<file path="src/rtl/switch_pkg.sv">
// Shared types for the switch ingress path: the buffered packet word and the
// admission FSM state encoding.
package switch_pkg;

  // Payload width of a switch write-port word.
  localparam int PKT_DATA_W = 32;

  typedef struct packed {
    logic                  sop;
    logic                  eop;
    logic [PKT_DATA_W-1:0] data;
  } pkt_word_t;

  typedef enum logic [1:0] {
    IDLE = 2'd0,
    PASS = 2'd1,
    DROP = 2'd2
  } admit_state_e;

  // Builds a packet word from its framing flags and payload.
  function automatic pkt_word_t mkWord(input logic sop, input logic eop,
                                       input logic [PKT_DATA_W-1:0] data);
    pkt_word_t w;
    w.sop  = sop;
    w.eop  = eop;
    w.data = data;
    return w;
  endfunction

endpackage

</file>
<file path="src/rtl/pkt_word_fifo.sv">
// Synchronous show-ahead FIFO of packet words with an occupancy count.
// The read word is valid whenever empty is low.
module pkt_word_fifo
  import switch_pkg::*;
#(
  parameter int DEPTH = 16,
  localparam int AW = $clog2(DEPTH)
) (
  input  logic      iClk,
  input  logic      iRst_n,
  input  logic      wrEn,
  input  pkt_word_t wrWord,
  input  logic      rdEn,
  output pkt_word_t rdWord,
  output logic      empty,
  output logic [AW:0] count
);

  pkt_word_t   mem [DEPTH];
  logic [AW-1:0] wrPtr;
  logic [AW-1:0] rdPtr;
  logic        full;
  logic        push;
  logic        pop;

  assign empty  = (count == '0);
  assign full   = (count == (AW+1)'(DEPTH));
  assign push   = wrEn && !full;
  assign pop    = rdEn && !empty;
  assign rdWord = mem[rdPtr];

  // Storage array; no reset needed because count gates every read.
  always_ff @(posedge iClk) begin
    if (push) mem[wrPtr] <= wrWord;
  end

  // Pointers and occupancy; a push and a pop together leave count unchanged.
  always_ff @(posedge iClk or negedge iRst_n) begin
    if (!iRst_n) begin
      wrPtr <= '0;
      rdPtr <= '0;
      count <= '0;
    end else begin
      if (push) wrPtr <= wrPtr + 1'b1;
      if (pop)  rdPtr <= rdPtr + 1'b1;
      case ({push, pop})
        2'b10:   count <= count + 1'b1;
        2'b01:   count <= count - 1'b1;
        default: count <= count;
      endcase
    end
  end

endmodule

</file>
<file path="src/rtl/ingress_pkt_admit.sv">
// Per-port ingress admission: decides admit/drop at each SOP, repairs missing
// EOPs, and buffers admitted words so switch backpressure never splits a
// packet.
// Handshake: upstream word transfers when iVld && oRdy at a rising clock
// edge; oRdy is registered. Downstream has no ready: a word is popped when
// the buffer is non-empty and iFifoFull is low, and appears on oWr* with
// oWrVld for exactly one cycle on the following cycle.
module ingress_pkt_admit
  import switch_pkg::*;
#(
  parameter int DATA_W    = PKT_DATA_W,
  parameter int BUF_DEPTH = 16,
  parameter int CNT_W     = 16
) (
  input  logic              iClk,
  input  logic              iRst_n,
  input  logic              iSop,
  input  logic              iEop,
  input  logic              iVld,
  input  logic [DATA_W-1:0] iData,
  output logic              oRdy,
  output logic              oWrSop,
  output logic              oWrEop,
  output logic              oWrVld,
  output logic [DATA_W-1:0] oWrData,
  input  logic              iFifoFull,
  input  logic              iSramAlmostFull,
  input  logic              iCntClr,
  output logic [CNT_W-1:0]  oDropCnt,
  output logic [CNT_W-1:0]  oErrCnt,
  output logic [CNT_W-1:0]  oPktCnt
);

  localparam int CW = $clog2(BUF_DEPTH) + 1;
  // Three free entries cover the hold-register flush plus the word accepted
  // during the cycle oRdy takes to fall.
  localparam logic [CW-1:0] RDY_LIMIT = CW'(BUF_DEPTH - 3);

  admit_state_e state;
  admit_state_e nextState;

  logic      rdyQ;
  logic      accept;
  logic      holdVld;
  pkt_word_t holdWord;
  pkt_word_t holdNext;
  logic      holdLoad;
  logic      holdClear;
  logic      wrEn;
  pkt_word_t wrWord;
  logic      doAdmit;
  logic      incDrop;
  logic      incErr;
  logic      incPkt;

  pkt_word_t rdWord;
  logic      bufEmpty;
  logic [CW-1:0] bufCount;
  logic      pop;

  assign oRdy   = rdyQ;
  assign accept = iVld && rdyQ;
  assign pop    = !bufEmpty && !iFifoFull;

  pkt_word_fifo #(.DEPTH(BUF_DEPTH)) uBuf (
    .iClk   (iClk),
    .iRst_n (iRst_n),
    .wrEn   (wrEn),
    .wrWord (wrWord),
    .rdEn   (pop),
    .rdWord (rdWord),
    .empty  (bufEmpty),
    .count  (bufCount)
  );

  // Admission FSM state register.
  always_ff @(posedge iClk or negedge iRst_n) begin
    if (!iRst_n) state <= IDLE;
    else         state <= nextState;
  end

  // Next state, buffer write, hold-register control and counter increments.
  always_comb begin
    nextState = state;
    wrEn      = 1'b0;
    wrWord    = holdWord;
    holdLoad  = 1'b0;
    holdClear = 1'b0;
    holdNext  = holdWord;
    doAdmit   = 1'b0;
    incDrop   = 1'b0;
    incErr    = 1'b0;
    incPkt    = 1'b0;

    // A held last word leaves on its own the cycle after it was captured.
    if (holdVld && holdWord.eop) begin
      wrEn      = 1'b1;
      holdClear = 1'b1;
    end

    case (state)
      IDLE: begin
        if (accept) begin
          if (iSop) doAdmit = 1'b1;
          else      incErr  = 1'b1;
        end
      end
      PASS: begin
        if (accept) begin
          if (iSop) begin
            // Missing EOP: close the current packet on its held word.
            wrEn       = 1'b1;
            wrWord.eop = 1'b1;
            holdClear  = 1'b1;
            incErr     = 1'b1;
            doAdmit    = 1'b1;
          end else begin
            wrEn     = 1'b1;
            holdLoad = 1'b1;
            holdNext = mkWord(1'b0, iEop, iData);
            if (iEop) nextState = IDLE;
          end
        end
      end
      DROP: begin
        if (accept) begin
          if (iSop) begin
            incErr  = 1'b1;
            doAdmit = 1'b1;
          end else if (iEop) begin
            nextState = IDLE;
          end
        end
      end
      default: nextState = IDLE;
    endcase

    // Admission is decided only here, on an accepted SOP.
    if (doAdmit) begin
      if (iSramAlmostFull) begin
        incDrop   = 1'b1;
        nextState = iEop ? IDLE : DROP;
      end else begin
        incPkt    = 1'b1;
        holdLoad  = 1'b1;
        holdNext  = mkWord(1'b1, iEop, iData);
        nextState = iEop ? IDLE : PASS;
      end
    end
  end

  // Hold register: one word of lookahead so an EOP can be forced onto it.
  always_ff @(posedge iClk or negedge iRst_n) begin
    if (!iRst_n) begin
      holdVld  <= 1'b0;
      holdWord <= '0;
    end else if (holdLoad) begin
      holdVld  <= 1'b1;
      holdWord <= holdNext;
    end else if (holdClear) begin
      holdVld  <= 1'b0;
    end
  end

  // Registered upstream ready from current buffer occupancy.
  always_ff @(posedge iClk or negedge iRst_n) begin
    if (!iRst_n) rdyQ <= 1'b0;
    else         rdyQ <= (bufCount <= RDY_LIMIT);
  end

  // Output register toward the switch; fields are zero when not valid.
  always_ff @(posedge iClk or negedge iRst_n) begin
    if (!iRst_n) begin
      oWrVld  <= 1'b0;
      oWrSop  <= 1'b0;
      oWrEop  <= 1'b0;
      oWrData <= '0;
    end else begin
      oWrVld  <= pop;
      oWrSop  <= pop && rdWord.sop;
      oWrEop  <= pop && rdWord.eop;
      oWrData <= pop ? rdWord.data : '0;
    end
  end

  // Saturating statistics counters; clear wins over increment.
  always_ff @(posedge iClk or negedge iRst_n) begin
    if (!iRst_n) begin
      oDropCnt <= '0;
      oErrCnt  <= '0;
      oPktCnt  <= '0;
    end else if (iCntClr) begin
      oDropCnt <= '0;
      oErrCnt  <= '0;
      oPktCnt  <= '0;
    end else begin
      if (incDrop && oDropCnt != '1) oDropCnt <= oDropCnt + 1'b1;
      if (incErr  && oErrCnt  != '1) oErrCnt  <= oErrCnt  + 1'b1;
      if (incPkt  && oPktCnt  != '1) oPktCnt  <= oPktCnt  + 1'b1;
    end
  end

endmodule

</file>
<file path="config.mk">
export PLATFORM = sky130hd
export DESIGN_NAME = ingress_pkt_admit
export DESIGN_NICKNAME = d
export VERILOG_FILES = /design/src/rtl/switch_pkg.sv /design/src/rtl/pkt_word_fifo.sv /design/src/rtl/ingress_pkt_admit.sv
export SDC_FILE = /design/constraint.sdc
export NUM_CORES = 1
export LEC_CHECK = 0
export ABC_CLOCK_PERIOD_IN_PS = 3200
export BUFFER_PORTS_ARGS = -buffer_cell sky130_fd_sc_hd__buf_2
export CAP_MARGIN = 0
export CORE_MARGIN = 2
export CORE_UTILIZATION = 35
export DETAILED_ROUTE_END_ITERATION = 7
export SLEW_MARGIN = 5
export SYNTH_ARGS = -nofsm -noshare
export SYNTH_HDL_FRONTEND = slang
export SYNTH_SLANG_ARGS = --single-unit
export TNS_END_PERCENT = 50
</file>
<file path="constraint.sdc">
create_clock -name iClk -period 3.2 [get_ports iClk]
set_clock_uncertainty 0.05 [all_clocks]
set_input_delay 0.64 -clock iClk [delete_from_list [all_inputs] [get_ports iClk]]
set_output_delay 0.64 -clock iClk [all_outputs]
set_load 0.01 [all_outputs]
</file>
==> run_results.csv <==
group,metric,value,unit
layout,layout.nets,1615,
cts,clkTransAtPathRegs,0.06,ns
layout,area_growth,17.4,%
setup_path,crit_fanout,10,
sta,setup_viol,0,
layout,n_antenna_cell,0,
yosys,syn_inst,1377,
placement,portBuffers,123,
floorplanning,start_util,35.2,%
setup_path,max_stage_delay,0.57,ns
pwr,powerDensity,847,nW/um^2
cts,postCtsSetupRepairBufs,0,
yosys,syn_area_per_cell,19.3,sq um
sta,min_period,2.98,ns
route,dr.pass1.iters,5,
global_route,grt_pass1_wl,88200,um
layout,fin_area,31200,sq um
layout,drive_gt1_share,29.1,%
global_route,gr-total-overflow,0,
yosys,yosys_register_bits,678,
yosys,synth_flop_cell,"edfxtp_1",
cts,postCtsHoldBufs,0,
setup_path,crit_start,"uBuf.count[2]",
cts,clock_latency,0.62,ns
sta,setup_tns,0,ns
pwr,p_leak,10.7,nW
route,drc_errors,0,
placement,dp_slack,0.140,ns
floorplanning,dieArea,78200,sq um
setup_path,r2r-start,"uBuf.count[2]",
setup_path,startpoint_type,"flip-flop",
global_route,antenna_found_initial,3,
global_route,grt.total_usage,15.0,%
sta,relSlewSlack,32.0,%
cts,numCtsBuffers,73,
placement,dp_hpwl,34100,um
cts,cts_root_buffer,"clkbuf_16",
floorplanning,io_pins,124,
setup_path,cpMaxStageDelayCell,"or4_1",
pwr,vdd_ir_drop_max,0.435,mV
yosys,syn_area,26600,sq um
setup_path,r2r_setup_slack,0.22,ns
sta,final.setup.worst_slack,0.219,ns
yosys,synthDistinctLibCells,56,
setup_path,path_cells,"or4_1 > nor2_1 > or2_2 > inv_2 > ha_2 > xor2_1 > ha_1 > a21boi_1 > o221a_2 > o21a_1 > nor3_1 > xnor2_1",
floorplanning,fp.dieW,280,um
floorplanning,die_h,280,um
layout,utilization,41.3,%
flow_run,drv_cap,0,
outcome,status,"complete, no violations",
setup_path,crit_arrival,3.46,ns
layout,fill_cells,6640,
floorplanning,core,75600,sq um
placement,place_area,28900,sq um
route,avgViaCountPerCell,5.17,
setup_path,critPathRequiredTime,3.68,ns
global_route,grt_pass1_vias,14100,
route,wl_per_cell,22.3,um
yosys,ys.warnings.count,0,
global_route,grt_max_degree,71,
cts,cts_tree,"built",
route,drtIter0Drc,948,
setup_path,ff2ff_path_depth,12,
route,routed_wl,58000,um
placement,gp_congestion,0.812,
yosys,syn_nets,1432,
setup_path,criticalPathCategory,"reg -> reg",
sta,slew_violations,0,
yosys,synth-seq-area-share,74.0,%
cts,clkSinkCount,678,
placement,placedCellCount,2463,
cts,cts_buffer_depth,3,
worst_hold_path,worst_hold_path_type,"in -> async",
sta,hold_viol,0,
sta,period_share,93.2,%
layout,fin_cells,2598,
yosys,async_flop_share,19.8,%
route,ant_nets,0,
route,vias,13400,
setup_path,end_kind,"flip-flop",
setup_path,r2r-end,"uBuf.count[4]",
yosys,synth-edff-count,544,
sta,fmax,335,MHz
sta,grt_setup_unrepaired,"false",
cts,cts_htree_levels,3,
sta,tightestPinTransition,1.02,ns
floorplanning,rows,101,
==> cell type report <==
cell class / instances / area, sq um / share of cell area [%]
inverters: 13 / 48.8 / 0.156
flip-flops and latches: 678 / 19700 / 63.1
repair buffers: 179 / 1380 / 4.42
clock inverters: 34 / 295 / 0.945
clock buffers: 101 / 2030 / 6.50
well taps: 978 / 1220 / 3.92
multi-input cells: 615 / 6560 / 21.0
==> power breakdown <==
group | internal (mW) | switching [mW] | total [mW]
logic | 2.85 | 2.56 | 5.41
registers | 11.3 | 1.66 | 13.0
clock network | 4.59 | 3.48 | 8.07
==> cells in the mapped netlist (4+ instances only) <==
cell / number / share of area, %
a211oi_1: 70 / 2.0
a21oi_1: 10 / 0.19
and2_1: 18 / 0.42
and3_1: 13 / 0.31
and4_1: 6 / 0.20
buf_1: 4 / 0.056
buf_2: 26 / 0.49
buf_4: 11 / 0.31
clkbuf_1: 30 / 0.42
dfrtp_1: 134 / 13
edfxtp_1: 544 / 61
ha_1: 15 / 0.71
inv_1: 10 / 0.14
mux2_1: 23 / 0.97
mux2_2: 10 / 0.42
mux2i_1: 40 / 1.5
mux4_2: 136 / 12
nand2_1: 32 / 0.45
nand3_1: 12 / 0.23
nand4_1: 13 / 0.31
nor2_1: 51 / 0.72
nor2b_1: 35 / 0.82
nor3_1: 17 / 0.32
nor4_1: 8 / 0.19
o211ai_1: 5 / 0.14
o21ai_0: 10 / 0.19
or3_1: 4 / 0.094
xnor2_1: 35 / 1.2
xor2_1: 12 / 0.40
==> layout by cell type (no fill, tap or decap), types with 32 or more instances in the layout <==
master	Yosys	routed
a211oi_1	70	70
buf_2	26	122
clkbuf_16	0	73
dfrtp_1	134	130
edfxtp_1	544	544
mux2i_1	40	40
mux4_2	136	136
nand2_1	32	32
nor2_1	51	51
nor2b_1	35	35
xnor2_1	35	35
==> cells by family (layout without fill, tap and decap cells) <==
logic type,Yosys count,after routing,synth area share (%)
DFF,678,678,74.0
and+or+nand+nor,229,229,4.73
muxes,209,209,14.4
AOI/OAI and AO/OA,115,115,3.14
buffers and inverters,84,327,1.46
xor gates and xnor gates,47,47,1.55
adders and majority gates,15,15,0.705
==> repair_timing <==
item	4_1_cts	5_1_grt
endpoints found under the hold margin	0	0
endpoints found under the setup margin	0	1
gates resized for setup	0	1
==> through the flow <==
| step | hold WS [ns] | power (mW) |
|---|---|---|
| floorplan | 0.294 | 16.5 |
| global placement | 0.426 | 18.6 |
| detailed placement | 0.432 | 18.7 |
| CTS | 0.0131 | 26.9 |
| global route | 0.0501 | 27.7 |
| finish | 0.0216 | 26.5 |
==> state kept, by name (all words and copies together) (netlist names), 5 cells and up <==
name / cells
holdWord: 34
oPktCnt: 16
oErrCnt: 16
uBuf.count: 5
oDropCnt: 16
uBuf.mem: 544
oWrData: 32
==> worst max-delay path by stage <==
stage | end | slack, ns | cells past startpoint
after floorplan | uBuf.count[4] | 0.002 | 15
after global placement | uBuf.count[4] | 0.15 | 12
after detailed placement | uBuf.count[4] | 0.14 | 12
after CTS | uBuf.count[4] | 0.12 | 12
after global routing | uBuf.count[4] | 0.04 | 12
final | uBuf.count[4] | 0.22 | 12
==> critical path, delay by kind of cell, from the launching register on <==
kind	cells	cell delay [ns]
xor+xnor	2	0.35
compound gates	3	0.61
buf+inv	1	0.06
flops	1	0.38
simple gates	4	0.97
fa+ha+maj	2	0.48
==> metal layers <==
metal	global-route usage (%)	part of all wire (%)	vias to the layer above
met5	0	0.079	-
met4	4.66	2.1	6
met3	3.30	5.8	87
met2	24.8	49	355
met1	19.8	43	7067
li1	-	-	5918
No activity file was read; power rests on OpenSTA's default activity.
